$ cat config.mk
export PLATFORM = sky130hd
export DESIGN_NAME = keccak_xif_offload_ctrl
export DESIGN_NICKNAME = d
export VERILOG_FILES = /design/src/rtl/keccak_xif_offload_ctrl.sv
export SDC_FILE = /design/constraint.sdc
export NUM_CORES = 1
export LEC_CHECK = 0
export ABC_AREA = 1
export CAP_MARGIN = 40
export CORE_MARGIN = 8
export CORE_UTILIZATION = 30
export CTS_CLUSTER_SIZE = 8
export DETAILED_ROUTE_END_ITERATION = 7
export MAX_ROUTING_LAYER = met4
export SLEW_MARGIN = 20
export SYNTH_ARGS = -nofsm -noshare
export SYNTH_HDL_FRONTEND = slang
export SYNTH_SLANG_ARGS = --single-unit
$ cat constraint.sdc
create_clock -name clk_i -period 1.69 [get_ports clk_i]
set_input_delay 0.2535 -clock clk_i [delete_from_list [all_inputs] [get_ports clk_i]]
set_output_delay 0.2535 -clock clk_i [all_outputs]
set_load 0.005 [all_outputs]
$ cat src/rtl/keccak_xif_offload_ctrl.sv
// keccak_xif_offload_ctrl
// Core-side initiator for the CORE-V-XIF issue/commit/result channels.
// The block takes one decoded custom instruction from the pipeline, issues it
// to the Keccak coprocessor, commits or kills it, and collects the result.
// It then returns writeback and status information to the pipeline.
// Only one instruction is outstanding at a time. XIF IDs increment by one
// for every issued instruction and wrap modulo 2**X_ID_WIDTH.
//
// Optional feature: define KECCAK_XIF_TIMEOUT_EN to enable a result watchdog.
// The watchdog ends WAIT_RES with status 11 after TIMEOUT_CYCLES cycles.
//
// Handshake rule for every valid/ready pair below: a transfer happens in a
// cycle where both valid and ready are high. Once valid is raised, the
// initiator holds valid and its payload stable until that transfer happens.
//
// Ports
//   clk_i, rst_ni                  clock, asynchronous active-low reset
//   instr_valid_i/instr_ready_o    pipeline request handshake
//   instr_i, rs1_i, rs2_i          instruction word and source operands
//   flush_i                        pipeline kill of the in-flight instruction
//   x_issue_*                      XIF issue channel (initiator side)
//   x_commit_*                     XIF commit channel (one-cycle pulse)
//   x_result_*                     XIF result channel (we provide ready)
//   done_*                         completion pulse back to the pipeline
//                                  status: 00 ok, 01 not accepted, 10 killed,
//                                  11 exception / ID error / timeout
//   busy_o                         controller not idle
//   dbg_state_o                    current FSM state, for debug and checkers
module keccak_xif_offload_ctrl #(
  parameter int X_ID_WIDTH     = 4,
  parameter int X_RFR_WIDTH    = 32,
  parameter int TIMEOUT_CYCLES = 1024
) (
  input  logic                     clk_i,
  input  logic                     rst_ni,
  input  logic                     instr_valid_i,
  output logic                     instr_ready_o,
  input  logic [31:0]              instr_i,
  input  logic [X_RFR_WIDTH-1:0]   rs1_i,
  input  logic [X_RFR_WIDTH-1:0]   rs2_i,
  input  logic                     flush_i,
  output logic                     x_issue_valid_o,
  input  logic                     x_issue_ready_i,
  output logic [31:0]              x_issue_instr_o,
  output logic [X_ID_WIDTH-1:0]    x_issue_id_o,
  output logic [2*X_RFR_WIDTH-1:0] x_issue_rs_o,
  output logic [1:0]               x_issue_rs_valid_o,
  input  logic                     x_issue_accept_i,
  input  logic                     x_issue_writeback_i,
  output logic                     x_commit_valid_o,
  output logic [X_ID_WIDTH-1:0]    x_commit_id_o,
  output logic                     x_commit_kill_o,
  input  logic                     x_result_valid_i,
  output logic                     x_result_ready_o,
  input  logic [X_ID_WIDTH-1:0]    x_result_id_i,
  input  logic [X_RFR_WIDTH-1:0]   x_result_data_i,
  input  logic [4:0]               x_result_rd_i,
  input  logic                     x_result_we_i,
  input  logic                     x_result_exc_i,
  output logic                     done_valid_o,
  output logic                     done_we_o,
  output logic [4:0]               done_rd_o,
  output logic [X_RFR_WIDTH-1:0]   done_data_o,
  output logic [1:0]               done_status_o,
  output logic                     busy_o,
  output logic [2:0]               dbg_state_o
);

  typedef enum logic [2:0] {
    S_IDLE     = 3'd0,
    S_ISSUE    = 3'd1,
    S_COMMIT   = 3'd2,
    S_WAIT_RES = 3'd3,
    S_DONE     = 3'd4
  } state_t;

  state_t                 state_q, state_d;
  logic [31:0]            instr_q;
  logic [X_RFR_WIDTH-1:0] rs1_q, rs2_q;
  logic [X_ID_WIDTH-1:0]  id_cnt_q, issued_id_q;
  logic                   accept_q, writeback_q, flush_seen_q;
  logic                   done_we_q;
  logic [4:0]             done_rd_q;
  logic [X_RFR_WIDTH-1:0] done_data_q;
  logic [1:0]             done_status_q;
  logic                   timeout_hit;
  logic                   issue_hs, result_hs, killed_now;

  assign issue_hs   = (state_q == S_ISSUE) && x_issue_ready_i;
  assign result_hs  = (state_q == S_WAIT_RES) && x_result_valid_i;
  // A flush arriving in the same cycle as the result still kills it.
  assign killed_now = flush_seen_q || flush_i;

`ifdef KECCAK_XIF_TIMEOUT_EN
  logic [31:0] tmo_cnt_q;

  // Counts completed WAIT_RES cycles. Restarts every time WAIT_RES is entered.
  always_ff @(posedge clk_i or negedge rst_ni) begin
    if (!rst_ni) begin
      tmo_cnt_q <= '0;
    end else if (state_q == S_WAIT_RES) begin
      tmo_cnt_q <= tmo_cnt_q + 32'd1;
    end else begin
      tmo_cnt_q <= '0;
    end
  end

  assign timeout_hit = (state_q == S_WAIT_RES) &&
                       (tmo_cnt_q == 32'(TIMEOUT_CYCLES - 1));
`else
  logic unused_timeout_cfg;
  assign unused_timeout_cfg = ^32'(TIMEOUT_CYCLES);
  assign timeout_hit        = 1'b0;
`endif

  // State register
  always_ff @(posedge clk_i or negedge rst_ni) begin
    if (!rst_ni) begin
      state_q <= S_IDLE;
    end else begin
      state_q <= state_d;
    end
  end

  // Next state and handshake outputs
  always_comb begin
    state_d            = state_q;
    instr_ready_o      = 1'b0;
    x_issue_valid_o    = 1'b0;
    x_issue_rs_valid_o = 2'b00;
    x_commit_valid_o   = 1'b0;
    x_result_ready_o   = 1'b0;
    done_valid_o       = 1'b0;
    case (state_q)
      S_IDLE: begin
        instr_ready_o = 1'b1;
        if (instr_valid_i) state_d = S_ISSUE;
      end
      S_ISSUE: begin
        x_issue_valid_o    = 1'b1;
        x_issue_rs_valid_o = 2'b11;
        if (x_issue_ready_i) state_d = S_COMMIT;
      end
      S_COMMIT: begin
        x_commit_valid_o = 1'b1;
        // A killed but accepted instruction still returns a result, which we drain.
        state_d = accept_q ? S_WAIT_RES : S_DONE;
      end
      S_WAIT_RES: begin
        x_result_ready_o = 1'b1;
        if (x_result_valid_i || timeout_hit) state_d = S_DONE;
      end
      S_DONE: begin
        done_valid_o = 1'b1;
        state_d      = S_IDLE;
      end
      default: state_d = S_IDLE;
    endcase
  end

  // The issue payload is driven only while issuing, so it reads as zero otherwise.
  assign x_issue_instr_o = (state_q == S_ISSUE) ? instr_q : '0;
  assign x_issue_id_o    = (state_q == S_ISSUE) ? id_cnt_q : '0;
  assign x_issue_rs_o    = (state_q == S_ISSUE) ? {rs2_q, rs1_q} : '0;
  assign x_commit_id_o   = (state_q == S_COMMIT) ? issued_id_q : '0;
  assign x_commit_kill_o = (state_q == S_COMMIT) && (flush_seen_q || !accept_q);
  assign done_we_o       = (state_q == S_DONE) && done_we_q;
  assign done_rd_o       = done_rd_q;
  assign done_data_o     = done_data_q;
  assign done_status_o   = done_status_q;
  assign busy_o          = (state_q != S_IDLE);
  assign dbg_state_o     = state_q;

  // Datapath registers
  always_ff @(posedge clk_i or negedge rst_ni) begin
    if (!rst_ni) begin
      instr_q       <= '0;
      rs1_q         <= '0;
      rs2_q         <= '0;
      id_cnt_q      <= '0;
      issued_id_q   <= '0;
      accept_q      <= 1'b0;
      writeback_q   <= 1'b0;
      flush_seen_q  <= 1'b0;
      done_we_q     <= 1'b0;
      done_rd_q     <= '0;
      done_data_q   <= '0;
      done_status_q <= 2'b00;
    end else begin
      if ((state_q == S_IDLE) && instr_valid_i) begin
        instr_q <= instr_i;
        rs1_q   <= rs1_i;
        rs2_q   <= rs2_i;
      end

      if (issue_hs) begin
        accept_q    <= x_issue_accept_i;
        writeback_q <= x_issue_writeback_i;
        issued_id_q <= id_cnt_q;
        id_cnt_q    <= id_cnt_q + X_ID_WIDTH'(1);
      end

      // flush_seen is sticky while an instruction is in flight and clears when the FSM returns to IDLE.
      if (state_q == S_DONE) begin
        flush_seen_q <= 1'b0;
      end else if (flush_i && ((state_q == S_ISSUE) || (state_q == S_COMMIT) ||
                               (state_q == S_WAIT_RES))) begin
        flush_seen_q <= 1'b1;
      end

      if ((state_q == S_COMMIT) && !accept_q) begin
        done_status_q <= 2'b01;
        done_we_q     <= 1'b0;
        done_rd_q     <= '0;
        done_data_q   <= '0;
      end

      if (result_hs) begin
        done_data_q <= x_result_data_i;
        done_rd_q   <= x_result_rd_i;
        if ((x_result_id_i != issued_id_q) || x_result_exc_i) begin
          done_status_q <= 2'b11;
          done_we_q     <= 1'b0;
        end else if (killed_now) begin
          done_status_q <= 2'b10;
          done_we_q     <= 1'b0;
        end else begin
          done_status_q <= 2'b00;
          done_we_q     <= x_result_we_i && writeback_q;
        end
      end else if (timeout_hit) begin
        done_status_q <= 2'b11;
        done_we_q     <= 1'b0;
      end
    end
  end

endmodule

==> results of run 1 <==
## critical path, delay by kind of cell, from the launching register on
kind          cells  cell delay, ns
simple gates      3            0.33
buf+inv           4            0.54
flops             1            0.42
## power by group
group / internal [uW] / switching [uW] / total (uW)
registers: 5220 / 625 / 5840
clock network: 2610 / 1540 / 4150
logic: 6730 / 6790 / 13500
## synthesized netlist by cell type
cell type | count | area share
sky130_fd_sc_hd__clkbuf_1 | 9 | 0.0052
sky130_fd_sc_hd__o21ai_4 | 1 | 0.0025
sky130_fd_sc_hd__inv_1 | 117 | 0.067
sky130_fd_sc_hd__ha_1 | 1 | 0.0019
sky130_fd_sc_hd__buf_4 | 14 | 0.016
sky130_fd_sc_hd__and3_1 | 2 | 0.0019
sky130_fd_sc_hd__nand4_1 | 2 | 0.0019
sky130_fd_sc_hd__nor2_2 | 2 | 0.0019
sky130_fd_sc_hd__nor2_4 | 2 | 0.0035
sky130_fd_sc_hd__nand3_1 | 3 | 0.0023
sky130_fd_sc_hd__xor2_1 | 3 | 0.0040
sky130_fd_sc_hd__a21oi_1 | 99 | 0.076
sky130_fd_sc_hd__dfrtp_1 | 150 | 0.58
sky130_fd_sc_hd__buf_6 | 2 | 0.0035
sky130_fd_sc_hd__o21ai_0 | 10 | 0.0077
sky130_fd_sc_hd__nand2_2 | 2 | 0.0019
sky130_fd_sc_hd__buf_1 | 2 | 0.0012
sky130_fd_sc_hd__nand3b_1 | 1 | 0.0012
sky130_fd_sc_hd__nand2_1 | 150 | 0.086
sky130_fd_sc_hd__nor2_1 | 211 | 0.12
sky130_fd_sc_hd__inv_2 | 6 | 0.0035
sky130_fd_sc_hd__buf_2 | 16 | 0.012
sky130_fd_sc_hd__a21boi_0 | 1 | 0.0012
## area by class of cell
class                   count  area (um^2)
clock buffers              18        429.2
clock inverters            12        202.7
fillers                  1971         9617
inverters                 123        489.2
multi-input cells         491         2740
flip-flops and latches    150         3755
well taps                 280        350.3
repair buffers            392         3970
## flip-flops by register name, summed over array words and instances (netlist names)
| signal | cells |
|---|---|
| done_we_q | 1 |
| id_cnt_q | 4 |
| done_data_o | 32 |
| issued_id_q | 4 |
| done_rd_o | 5 |
| rs2_q | 32 |
| dbg_state_o | 3 |
| accept_q | 1 |
| flush_seen_q | 1 |
| rs1_q | 32 |
| done_status_o | 2 |
| instr_q | 32 |
| writeback_q | 1 |
## metrics by stage
stage	util	hold WS (ns)	setup slack [ns]
after floorplan	-	-0.04209	0.07538
after global placement	0.4641	0.2113	-0.1507
after detailed placement	0.4641	0.2132	-0.1593
after CTS	0.4949	0.3324	-0.5403
after global routing	0.5538	0.3467	-0.3562
final	0.5538	0.3254	-0.2736
## worst max-delay path by stage
| stage | start | slack (ns) | end | cells after the start |
|---|---|---|---|---|
| 4_1_cts | dbg_state_o[1] | -0.54 | x_issue_instr_o[20] | 5 |
| 6_report | dbg_state_o[2] | -0.27 | x_issue_rs_o[22] | 7 |
| 3_3_place_gp | dbg_state_o[2] | -0.15 | x_commit_kill_o | 7 |
| 5_1_grt | dbg_state_o[2] | -0.36 | x_issue_id_o[2] | 7 |
| 3_5_place_dp | dbg_state_o[2] | -0.16 | x_commit_kill_o | 7 |
| 2_1_floorplan | dbg_state_o[0] | 0.08 | x_issue_rs_valid_o[0] | 5 |
## logic make-up (layout without fill, tap and decap cells)
kind of cell,count (synthesis),after routing
AND/OR/NAND/NOR,375,376
buffers and inverters,166,545
flip-flops,150,150
AO/OA/AOI/OAI,111,111
XOR/XNOR,3,3
adder cells (fa/ha/maj),1,1
## layout by cell type, fill, tap and decap left out, drive strengths merged
| cell type | count |
|---|---|
| nor2 | 215 |
| clkdlybuf4s50 | 184 |
| buf | 181 |
| nand2 | 153 |
| dfrtp | 150 |
| inv | 121 |
| a21oi | 99 |
| clkbuf | 41 |
| o21ai | 11 |
| clkinv | 8 |
| bufinv | 5 |
| xor2 | 3 |
| nand3 | 3 |
| dlymetal6s2s | 3 |
| and3 | 2 |
| nand4 | 2 |
| nand3b | 1 |
| a21boi | 1 |
| ha | 1 |
| clkinvlp | 1 |
| dlygate4sd3 | 1 |
## timing repair
item,in CTS,in global routing
pin swaps,0,9
cloned,0,32
setup buffers,0,29
hold buffers,1,0
endpoints found under the hold margin,32,0
setup endpoints to repair,117,168
gates resized for setup,143,519
## routing by layer
metal  routed length [um]  share of wire  vias up
met5                    0              0        -
met3                 2209          0.085       22
met1                10830           0.42     3160
met4                  399          0.015        0
met2                12510           0.48      228
li1                     -              -     3155
==> results.md, run 1 <==
Run status:
- The run finished, with violations left.
- The final reports fail on setup timing.

CTS:
- The tree is rooted in a sky130_fd_sc_hd__clkbuf_16.
- Clock-pin slew was measured on the worst setup and hold paths at 0.06 ns.
- The clock reaches the later pin of the worst-skew pair after 0.42 ns.
- Clock tree synthesis inserted a total of 17 buffers.
- No sink is reached through more buffers than the 2 on the longest clock path.
- The clock sink count is 150.
- The CTS tree is built.
- The CTS H-tree depth is 4.

Logic synthesis:
- The count of warnings emitted by yosys is 0.
- The share of the synthesized area in compound gates (AO/OA/AOI/OAI) was 0.08728.
- After synthesis, the largest family of logic cells by area is simple AND/OR/NAND/NOR gates.
- The register bit count reported by yosys is 150.
- Dividing the synthesized area by the synthesized cell count gives 8.092 um^2.
- The number of nets in the synthesized netlist is 954.
- The synthesized instance count is 806.
- Of the total synthesized cell area, the portion taken by AND, OR, NAND and NOR gates is 0.2223.
- The sequential fraction of the synthesis area is 0.5755.
- Of the total synthesized cell area, the portion taken by XOR and XNOR cells is 0.004028.
- The total standard cell area after synthesis is 6523 um^2.
- The count of different cell masters after synthesis is 23.
- The mux contribution to synthesized area is 0.
- Of the total synthesized cell area, the portion taken by full adders, half adders and majority gates is 0.001918.

Place:
- The number of cells in the design after placement is 1377.
- The final estimated routing congestion in global placement is 0.7698.
- Detailed placement ended at an HPWL of 15680 um.
- During placement, the flow inserted port buffers numbering 302.
- Once placement finished, the instance area stood at 10000 um^2.

Routing:
- The count of unresolved DRC violations after routing is 0.
- The post-detailed-route wirelength per cell is 17.70 um.
- The number of DRC violations after detailed-routing iteration 0 is 401.
- The via count is 6565.
- The via-per-instance ratio is 4.478.
- The final wirelength is 25950 um.
- Once detail routing completed, the nets flagged for antenna violations numbered 0.
- The first detailed-routing pass took 5 iterations.

Worst setup path:
- The launching element type of the critical path is a flip-flop.
- The setup path with the least slack is of type flip-flop to output port.
- The largest stage delay on the critical path is 0.42 ns.
- The required time reported for the critical path endpoint is 1.44 ns.
- The data arrival time at the worst-slack endpoint is 1.71 ns.
- The largest fanout of any net on the critical path is 8.
- The startpoint identified for the worst register-to-register timing path is dbg_state_o[2].
- The setup slack of the most critical reg-to-reg path is -0.09 ns.
- The cell that appears most often on the critical path is sky130_fd_sc_hd__buf_6.
- Traced cell by cell, the critical path runs through nor2_4 > buf_6 > nand2_8 > buf_6 > clkbuf_16 > nor2_4 > buf_6.
- The nature of the critical path endpoint is an output port.
- In this run the critical register-to-register path is captured at done_data_o[3].
- The cell count of the worst reg-to-reg path is 11.
- The largest individual stage delay along the critical path comes from the cell sky130_fd_sc_hd__dfrtp_1.

Global routing:
- The first global-routing pass estimated 32670 um of wire.
- met2 is the most crowded layer.
- The via count of the first global-routing pass was 6170.
- For this run, the total global-route usage over all layers was measured as 0.1593.
- Entering global routing, the biggest net connects 71 pins.
- The initial antenna violation count is 0.
- The global routing usage on met3 is 0.05469.
- The global route total overflow is 0.
- In the global route stage, met2 resource usage came out at 0.2440.
- The met1 layer usage reported by global route is 0.1969.

Timing:
- The post-layout minimum cycle time is 1.964 ns.
- The final clock period utilization by the worst path is 1.162.
- The clock tree skew after final layout is 0.01294 ns.
- The number of max-slew violations in the final report is 0.
- The slew of the pin with the lowest slew margin is 0.4405 ns.
- Once routing completed, OpenROAD measured the worst setup slack at -0.2736 ns.
- Setup violations remaining at the end of the flow were counted as 160.
- Setup repair after global routing could not meet its margin everywhere.
- The relative slew slack is 0.7064.
- Timing would allow up to 0.5093 GHz.
- The sum of negative setup slack is -24.12 ns.
- The hold violation total from the final report is 0.

Floorplan:
- The floorplan step defined a die boundary enclosing 26720 um^2.
- For this configuration, the core starts out at a cell density of 0.3026.
- 303 I/O pins were placed.
- The die is 163.5 um tall.
- After floorplanning, the core was sized to cover 21550 um^2.
- The number of standard-cell rows in the floorplan is 54.
- In this run the horizontal extent of the chip is 163.5 um.

Final layout:
- The area growth from synthesis to layout is 83.00%.
- 0 antenna diodes ended up in the layout.
- After routing the design area is 11940 um^2.
- The share of post-route cells with drive strength above 1 is 0.3145.
- The final layout contains 1323 nets.
- The number of cells in the finished layout apart from fillers is 1466.

Power and ir drop:
- For this design the ratio of total power to cell area is 1969 nW/um^2.
- VDD sags by at most 763.7 uV.
- After layout, the design draws a total of 23510 uW.
- The standby leakage power is 0.006052 uW.

Min path:
- The path class of the tightest hold or removal check is input port to asynchronous set/reset pin.

Job:
- The number of violations of the max-capacitance limit is 0.
(Power assumes the default switching activity.)
==> run 2: changes to the inputs <==
--- a/config.mk
+++ b/config.mk
@@ -7,11 +7,15 @@
 export LEC_CHECK = 0
 export ABC_AREA = 1
 export CAP_MARGIN = 40
+export CELL_PAD_IN_SITES_DETAIL_PLACEMENT = 1
+export CELL_PAD_IN_SITES_GLOBAL_PLACEMENT = 1
 export CORE_MARGIN = 8
-export CORE_UTILIZATION = 30
+export CORE_UTILIZATION = 29
+export CTS_CLUSTER_DIAMETER = 80
 export CTS_CLUSTER_SIZE = 8
 export DETAILED_ROUTE_END_ITERATION = 7
 export MAX_ROUTING_LAYER = met4
+export PLACE_DENSITY_LB_ADDON = 0.1
 export SLEW_MARGIN = 20
 export SYNTH_ARGS = -nofsm -noshare
 export SYNTH_HDL_FRONTEND = slang
==> results.md, run 2 (synthesis gave the netlist of run 1 again) <==
Global routing:
- The routing usage on met2 is 0.2821 (+0.03816).
- The global route total overflow was 0 (unchanged).
- The maximum number of pins on one net before global-route repair is 77 (+8.5%).
- In this run the most used layer during global routing was met2.
- The met1 layer usage reported by global route is 0.2027 (+0.005774).
- The global-route usage over all layers is 0.1745 (+0.01528).
- The first-pass GRT wire length is 37090 um (+14%).
- The via count of the first global-routing pass is 6650 (+7.8%).
- The initial antenna violation count is 2 (+2).
- The global routing usage on met3 is 0.07250 (+0.01781).

Place:
- The standard cell area after detailed placement is 10020 um^2 (+0.16%).
- The number of input and output port buffers inserted is 302 (unchanged).
- The HPWL after detailed placement was 17150 um (+9.4%).
- The final estimated routing congestion in global placement is 0.7276 (-5.5%).
- The worst setup timing slack at the placement stage is -0.1037 ns (+0.05555 ns).

Routing:
- The count of unresolved DRC violations after routing is 0 (unchanged).
- The number of DRC violations after detailed-routing iteration 0 is 292 (-27%).
- The number of nets still failing antenna checks after routing is 0 (unchanged).
- The via-per-instance ratio is 4.476 (about the same).
- The post-detailed-route wirelength per cell is 18.36 um (+3.7%).
- The via count came to 6535 (-0.46%).
- The final wirelength is 26810 um (+3.3%).
- The iteration count of the initial detailed-routing pass is 5 (unchanged).

Floorplan:
- The horizontal die dimension is 166.0 um (+1.5%).
- The number of standard-cell rows in the floorplan came to 55 (+1.9%).
- The number of placed I/O pins is 303 (unchanged).
- The total die area is 27550 um^2 (+3.1%).
- The core outline area was 22370 um^2 (+3.8%).
- The die boundary height is 166.0 um (+1.5%).
- The effective utilization at floorplan is 0.2916 (-0.01099).

Power and ir drop:
- The maximum vdd ir drop is 719.5 uV (-5.8%).
- The standby leakage power is 0.005892 uW (-2.6%).
- The power density over the cells was 1841 nW/um^2 (-6.5%).

Timing:
- The post-layout minimum cycle time came to 2.178 ns (+0.2139 ns).
- The slew of the pin with the lowest slew margin is 0.8974 ns (+0.4570 ns).
- The maximum frequency from static timing analysis is 0.4592 GHz (-9.8%).
- The number of max-slew violations in the final report is 0 (unchanged).
- The final critical-path setup slack came to -0.4875 ns (-0.2139 ns).
- The total setup violations reported at the end of the flow came to 248 (+55%).
- The clock tree skew after final layout is 0.01216 ns (-0.0007827 ns).
- The hold violation total from the final report is 0 (unchanged).
- The sum of negative setup slack is -39.36 ns (-15.24 ns).
- Setup repair after global routing could not meet its margin everywhere.
- The final clock period utilization by the worst path is 1.288 (+0.1266).
- The relative slew slack was 0.3998 (-0.3065).
- The minimum hold slack is 0.3496 ns (+0.02420 ns).

CTS:
- The clock network latency to the later pin of the worst-skew pair is 0.42 ns (about the same).
- The cell sitting at the root of the clock tree is a sky130_fd_sc_hd__clkbuf_16.
- The clock sink count is 150 (unchanged).
- The clock transition at the register clock pins on the worst setup and hold paths after CTS came to 0.07 ns (about the same).
- The CTS H-tree depth is 4 (unchanged).
- The maximum clock insertion buffer count is 2 (unchanged).
- The number of buffers created by CTS is 17 (unchanged).
- The CTS tree is built.

Run status:
- The final reports fail on setup timing.
- The run finished, with violations left.

Worst setup path:
- The largest fanout of any net on the critical path is 49 (+41).
- The largest individual stage delay along the critical path comes from the cell sky130_fd_sc_hd__clkdlybuf4s50_1.
- The data arrival time at the worst-slack endpoint is 1.92 ns (+0.21 ns).
- The worst setup path is captured at an output port.
- The required time reported for the critical path endpoint came to 1.44 ns (about the same).
- The path type of the worst setup path is flip-flop to output port.
- The largest stage delay on the critical path came to 0.54 ns (+0.12 ns).
- The launching element type of the critical path is a flip-flop.
- Traced cell by cell, the critical path runs through nor2_2 > nand2_4 > buf_12 > inv_1 > clkdlybuf4s50_1.

Final layout:
- The library cell used most frequently in the layout, excluding fill and tap cells, is sky130_fd_sc_hd__clkdlybuf4s50_1.
- The share of the core filled with cells is 0.5155 (-0.03835).
- Compared with the post-synthesis result, the final layout area differs by 76.75%.
- The combined area of the multi-input logic cells is 2366 um^2 (-14%).
- The cell area after layout is 11530 um^2 (-3.4%).
- The library cells used most frequently in the layout, excluding fill and tap cells, are sky130_fd_sc_hd__clkdlybuf4s50_1 (217), sky130_fd_sc_hd__nor2_1 (178), sky130_fd_sc_hd__dfrtp_1 (150), sky130_fd_sc_hd__nand2_1 (147), sky130_fd_sc_hd__inv_1 (116).
- The share of post-route cells with drive strength above 1 is 0.1961 (-0.1184).
- The filler cell count in the final layout is 2565 (+30%).
- The register cell area after layout was 3754 um^2 (about the same).
- The total number of nets in the final design came to 1308 (-1.1%).

Min path:
- The path type of the worst min-delay path is input port to asynchronous set/reset pin.

Job:
- The number of violations of the max-capacitance limit came to 0 (unchanged).
-- run 2: cell count changes in the layout (fill, tap and decap cells not counted), moves of 5 or more --
cell                              previous run  this run
sky130_fd_sc_hd__buf_2                      83        10
sky130_fd_sc_hd__buf_6                      51        27
sky130_fd_sc_hd__bufinv_16                   5         0
sky130_fd_sc_hd__clkbuf_16                  34        28
sky130_fd_sc_hd__clkdlybuf4s15_2             0        32
sky130_fd_sc_hd__clkdlybuf4s50_1           184       217
sky130_fd_sc_hd__dlygate4sd2_1               0         8
sky130_fd_sc_hd__dlymetal6s2s_1              3        13
sky130_fd_sc_hd__nor2_1                    108       178
sky130_fd_sc_hd__nor2_2                     48        21
sky130_fd_sc_hd__nor2_4                     59        16
-- run 2: layout make-up --
| cell class | count | area share |
|---|---|---|
| clock buffer | 19 | 0.03842 |
| sequential | 150 | 0.3256 |
| inverter | 123 | 0.04092 |
| tap | 285 | 0.03093 |
| multi-input combinational | 493 | 0.2052 |
| timing repair buffer | 375 | 0.3485 |
| antenna | 2 | 0.0004341 |
| clock inverter | 13 | 0.009985 |
-- run 2: per-stage QoR --
step,std cells,power [uW]
after floorplan,806,10020
after global placement,1380,15830
after detailed placement,1380,16000
after CTS,1421,19610
after global routing,1460,22800
final,1460,21230
-- run 2: critical path: cells and delay by family, from the launching register on --
kind,cells,cell delay [ns]
AND/OR/NAND/NOR,2,0.24
buffers and inverters,3,0.86
flip-flops,1,0.39
-- run 2: worst paths after layout --
path                                           from                     to  slack [ns]  cells after the start
worst max-delay path                 dbg_state_o[1]  x_issue_rs_valid_o[0]       -0.49                      5
worst min-delay path                         rst_ni           done_rd_o[1]        0.35                      2
worst max register to register       dbg_state_o[2]         done_data_o[7]       -0.18                     14
worst min register to register       done_data_o[5]         done_data_o[5]        0.47                      2
max in group asynchronous                    rst_ni            instr_q[13]        0.75                      3
min in group clk_i              x_result_data_i[27]        done_data_o[27]        0.37                      3
-- run 2: routing by layer --
layer / vias to the layer above / share of wire / wire length [um]
li1: 3134 / - / -
met1: 3175 / 0.43 / 11410
met2: 210 / 0.49 / 13180
met3: 16 / 0.074 / 1994
met4: 0 / 0.0081 / 216
met5: - / 0 / 0
-- run 2: timing repair --
item / CTS / global route
hold buffers: 1 / 0
gates resized for setup: 185 / 132
cloned: 0 / 24
endpoints found under the setup margin: 144 / 233
buffers inserted: 8 / 14
pin swaps: 2 / 8
hold endpoints to repair: 39 / 0
-- run 2: power by group --
group	internal (uW)	switching [uW]	total, uW	leakage, uW
Sequential	5210	606	5820	0.00173
Combinational	6010	5750	11800	0.00389
Clock	1980	1680	3650	0.000271
